--- config.mk ---
export PLATFORM = sky130hd
export DESIGN_NAME = fxp_add_pipe
export DESIGN_NICKNAME = d
export VERILOG_FILES = /design/src/rtl/fxp_add_pipe.sv
export SDC_FILE = /design/constraint.sdc
export NUM_CORES = 1
export LEC_CHECK = 0
export CORE_MARGIN = 8
export CORE_UTILIZATION = 30
export DETAILED_ROUTE_END_ITERATION = 8
export HOLD_SLACK_MARGIN = 0.08
export PLACE_DENSITY = 0.58
export SYNTH_ARGS = -nofsm -noshare
export SYNTH_HDL_FRONTEND = slang
export SYNTH_SLANG_ARGS = --single-unit
--- constraint.sdc ---
create_clock -name clk -period 2.7 [get_ports clk]
set_input_delay 0.81 -clock clk [delete_from_list [all_inputs] [get_ports clk]]
set_output_delay 0.81 -clock clk [all_outputs]
set_load 0.02 [all_outputs]
--- src/rtl/fxp_add_pipe.sv ---
// Pipelined signed fixed-point add/sub with saturate or wrap on overflow; latency LAT cycles, 1 sample/cycle.
// Backpressure: empty stages still load under stall, so in_ready drops only with all LAT stages full and out_ready low.
module fxp_add_pipe #(
   parameter int W   = 19,
   parameter int SAT = 1,
   parameter int LAT = 2
) (
   input  logic         clk,
   input  logic         rst_n,
   input  logic         in_valid,
   output logic         in_ready,
   input  logic [W-1:0] data1,
   input  logic [W-1:0] data2,
   input  logic         sub,
   output logic         out_valid,
   input  logic         out_ready,
   output logic [W-1:0] result,
   output logic         ovf,
   output logic         ovf_sticky,
   input  logic         ovf_clr
);

   typedef struct packed {
      logic         ovf;
      logic [W-1:0] res;
   } stage_t;

   logic [W:0]     a_ext;
   logic [W:0]     b_ext;
   logic [W:0]     sum;
   logic           sum_ovf;
   stage_t         calc;

   logic [LAT-1:0] vld;
   logic [LAT-1:0] ld;
   logic [LAT-1:0] src_vld;
   stage_t         dat     [LAT];
   stage_t         src_dat [LAT];

   // Operands widened by one bit so that negating the most negative value is exact.
   always_comb begin
      a_ext    = {data1[W-1], data1};
      b_ext    = {data2[W-1], data2};
      sum      = sub ? (a_ext - b_ext) : (a_ext + b_ext);
      sum_ovf  = sum[W] ^ sum[W-1];
      calc.ovf = sum_ovf;
      calc.res = sum[W-1:0];
      if ((SAT != 0) && sum_ovf) begin
         calc.res = sum[W] ? {1'b1, {(W-1){1'b0}}} : {1'b0, {(W-1){1'b1}}};
      end
   end

   // A stage may load unless it and every stage after it is full while the output stalls.
   always_comb begin
      for (int k = 0; k < LAT; k++) begin
         ld[k] = out_ready;
         for (int j = k; j < LAT; j++) begin
            if (!vld[j]) ld[k] = 1'b1;
         end
      end
      src_vld[0] = in_valid;
      src_dat[0] = calc;
      for (int k = 1; k < LAT; k++) begin
         src_vld[k] = vld[k-1];
         src_dat[k] = dat[k-1];
      end
   end

   always_ff @(posedge clk or negedge rst_n) begin
      if (!rst_n) begin
         vld <= '0;
         for (int k = 0; k < LAT; k++) dat[k] <= '0;
      end else begin
         for (int k = 0; k < LAT; k++) begin
            if (ld[k]) begin
               vld[k] <= src_vld[k];
               if (src_vld[k]) dat[k] <= src_dat[k];
            end
         end
      end
   end

   // Set has priority over clear; only transferred results count.
   always_ff @(posedge clk or negedge rst_n) begin
      if (!rst_n) begin
         ovf_sticky <= 1'b0;
      end else if (out_valid && out_ready && ovf) begin
         ovf_sticky <= 1'b1;
      end else if (ovf_clr) begin
         ovf_sticky <= 1'b0;
      end
   end

   assign in_ready  = ld[0];
   assign out_valid = vld[LAT-1];
   assign result    = dat[LAT-1].res;
   assign ovf       = dat[LAT-1].ovf;

endmodule

==> metrics.md <==
| Metric | Value |
|---|---|
| GRT Total Usage | 0.130 |
| Area after DPL | 4710 sq um |
| Met2 routed WL | 4.83 mm |
| Synth Cell Area | about 3300 sq um |
| Register Area | between 1000 and 1500 sq um |
| Switching share of power | 0.356 |
| H-tree Lvls | 2 |
| Dpl cells | 635 |
| Post-synth EDFFs | 0 |
| Pint | 0.00221 W |
| Crit share post-route | 1.43 |
| Setup-failing EPs final | 20 |
| Tmin final | 3.85 ns |
| Crit. End Element | flop |
| Share of cells above drive strength 1 | 0.464 |
| Congestion Overflow GR | 0 |
| Register area share after synthesis | 0.327 |
| Largest net degree at the start of global routing | 23 |
| VDD IR max | approximately 0.45 mV |
| Detailed Routing Iterations Pass 1 | 4 |
| Worst slew margin | 0.676 |
| Compound-gate portion of the synthesized area | 0.177 |
| Routability cong. | 0.795 |
| Largest family of logic cells by synthesized area | simple AND/OR/NAND/NOR gates |
| Total CTS buffers | 5 |
| Worst R2R End | dat[30] |
| Die area | 14600 sq um |
| Distinct cells, synth | 56 |
| Post-DP HPWL | 7.09 mm |
| Vias in the first global route | 3299 |
| Vias per cell | 4.60 |
| Initial antenna violation count | 0 |
| Crit path max fanout | 8 |
| Clk pwr share | 0.142 |
| Initial Util | 0.306 |
| CTS Root Buffer Type | clkbuf_8 |
| Vias | 3144 |
| DRC viols | 0 |
| CP Class | in -> reg |
| Average wire per standard cell | 13.9 um |
| Footprint of the multi-input gates | 2400 sq um |
| RSZ-0062 raised after global routing | yes |
| Met3 WL | 466 um |
| Post-DRT Antenna Nets | 0 |
| Reg power frac | 0.293 |
| # clock sinks | 43 |
| Max Cap Violations | 0 |
| Cell leakage power | roughly 2.5 nW |
| Clock skew | about 0.011 ns |
| Reg-to-reg slack, setup | 1.26 ns |
| Die Span Y | 121 um |
| CP Data Arrival Time | 4.03 ns |
| Synth Area in Adders | 0.0822 |
| Buffers on Ports | 66 |
| R2R Path Start | vld[1] |
| Outcome | complete, but fails checks |
| Fill count | 998 |
| Commonest non-fill, non-tap cell in the layout | buf_4 |
| Core area | 10700 sq um |
| Pwr dens | around 610 nW/um^2 |
| FMAX | between 0.2 and 0.3 GHz |
| Post-route design area | 5650 sq um |
| Hold Crit Class | in -> async |
| Net Count, Synth | 431 |
| Non-Filler Instances | 683 |
| Launch point of the worst path | data2[1] |
| Async S/R FF share, synth | 1.00 |
| Post-route setup slack | -1.15 ns |
| Layout Nets | between 600 and 700 |
| Synth Warn # | 0 |
| CP Launch Type | primary input |
| Share of power burned in combinational logic | 0.565 |
| R2R depth | 6 |
| XOR/XNOR Fraction of Synth Area | 0.0799 |
| Number of hold violations in the final report | 0 |
| Mux cell area share after synthesis | 0.0746 |
| P_sw | roughly 0.0012 W |
| Syn avg cell area | between 8 and 9 sq um |
| Die Width | 121 um |
| Final Total Pwr | 0.00344 W |
| Most frequent cells in the layout | buf_4 (105), clkdlybuf4s50_1 (49), dfrtp_1 (43), nand2_1 (30), nor2_1 (22) |
| FP Rows | 38 |
| Global-route wire length before repair | 15.8 mm |
| DRT iter0 DRCs | 107 |
| Slew at the pin closest to its max-slew limit | 0.486 ns |
| Final wirelength | 9.47 mm |
| Clock latency on the worst-skew pair | 0.30 ns |
| Inserted Diodes | 0 |
| Clock buffer depth | 2 |
| Cells after Synth | 366 |
| Critical path data required time | 2.88 ns |
| Main synth FF type | dfrtp_1 |
| Top sig layer | met4 |
| Max-slew violations | 0 |
| Dpl ws | -1.97 ns |
| Violated checks | negative setup slack |
| #FFs+latches synth | 43 |
| Hold buffers post-CTS | 0 |
| Setup TNS | -22.15 ns |
| CTS tree | yes |
| Clock-pin slew on the worst setup and hold paths | approximately 0.080 ns |
| Io pins | 67 |
| Met1 Wirelength | ~4 mm |
| CP endpoint | dat[26] |
| Area Growth Syn to Fin | 71.7% |
| Simple-Gate Fraction of Synth Area | 0.183 |
## metal layers
layer / vias up / GRT usage
li1: 1624 / -
met1: 1440 / 0.150
met2: 69 / 0.237
met3: 11 / 0.0233
met4: 0 / 0.0437
met5: - / 0
## cell usage after synthesis, types with 2 or more instances
master    instances  share of area
o21ai_1          24          0.037
dfrtp_1          43           0.33
clkbuf_1          6         0.0068
inv_1            12          0.014
a21o_1            4         0.0091
nand3_1           4         0.0061
nor2_1           27          0.031
and2_1            4         0.0076
ha_1             20          0.076
mux2_2           20          0.068
nand3b_1          2         0.0046
nor3_1           17          0.026
clkinv_1          2         0.0023
nand2b_1          8          0.015
a31oi_1           4         0.0076
o21a_1            6          0.014
or3_1             3         0.0057
buf_4            20          0.046
a21oi_1          24          0.037
mux2i_1           2         0.0061
o211ai_1          2         0.0046
xor2_1            7          0.019
xnor2_1          23          0.061
nor4_1            2         0.0038
nand2_1          31          0.035
nor2b_1           3         0.0057
o21ai_0           9          0.014
nor3b_1           3         0.0068
nor4_4            3          0.019
a211oi_1          5          0.011
## sequential cells by signal (all words and copies together), names as in the netlist
name / flops
ovf: 1
result: 19
dat: 20
ovf_sticky: 1
vld: 2
## repair_timing
item	in CTS	in global routing
resized for setup	118	31
endpoints found under the setup margin	21	20
pin swaps	71	36
setup buffers	28	10
cloned	4	0
## logic make-up (layout without fill, tap and decap cells)
family | after synthesis | in the layout
AOI/OAI and AO/OA | 92 | 92
xor gates and xnor gates | 30 | 30
adders and majority gates | 21 | 21
buffers and inverters | 44 | 221
DFF | 43 | 43
muxes | 22 | 22
and+or+nand+nor | 114 | 114
## worst max-delay path, cell delays in order
cell and delay (ns):
buf_8 0.10, buf_6 0.11, nor4_4 0.28, buf_4 0.18
buf_6 0.10, a21oi_4 0.05, xnor2_2 0.13, ha_1 0.32
o211ai_1 0.12, a21oi_2 0.19, nor2_2 0.08, o31ai_4 0.28
a31oi_4 0.14, buf_12 0.15, buf_6 0.10, nand3b_1 0.15
a211o_1 0.33, o211ai_4 0.14, buf_8 0.19, o21ai_2 0.07
## power groups by stage
stage	logic [W]	clock network, W	registers (W)
floorplan	0.00105	0	0.000997
global placement	0.00156	0	0.00102
detailed placement	0.00160	0	0.00103
CTS	0.00189	0.000504	0.00101
global route	0.00210	0.000531	0.00105
finish	0.00194	0.000488	0.00101
## through the flow
step,util,hold slack [ns]
2_1_floorplan,-,0.452
3_3_place_gp,0.438,0.466
3_5_place_dp,0.438,0.476
4_1_cts,0.509,0.480
5_1_grt,0.526,0.502
6_report,0.526,0.476
## layout make-up
| type | instances | share of cell area |
|---|---|---|
| inverters | 15 | 0.0104 |
| repair buffers | 198 | 0.324 |
| flip-flops and latches | 43 | 0.191 |
| multi-input cells | 279 | 0.425 |
| clock buffers | 5 | 0.0122 |
| clock inverters | 3 | 0.00776 |
| well taps | 140 | 0.0310 |
## worst min-delay path by stage
stage	end	slack [ns]	cells past startpoint
after global placement	dat[32]	0.47	2
after CTS	result[10]	0.48	1
after global routing	result[11]	0.50	1
after floorplan	dat[20]	0.45	2
final	result[10]	0.48	1
after detailed placement	dat[36]	0.48	2
Note: power is estimated with default switching activity, not from simulation.
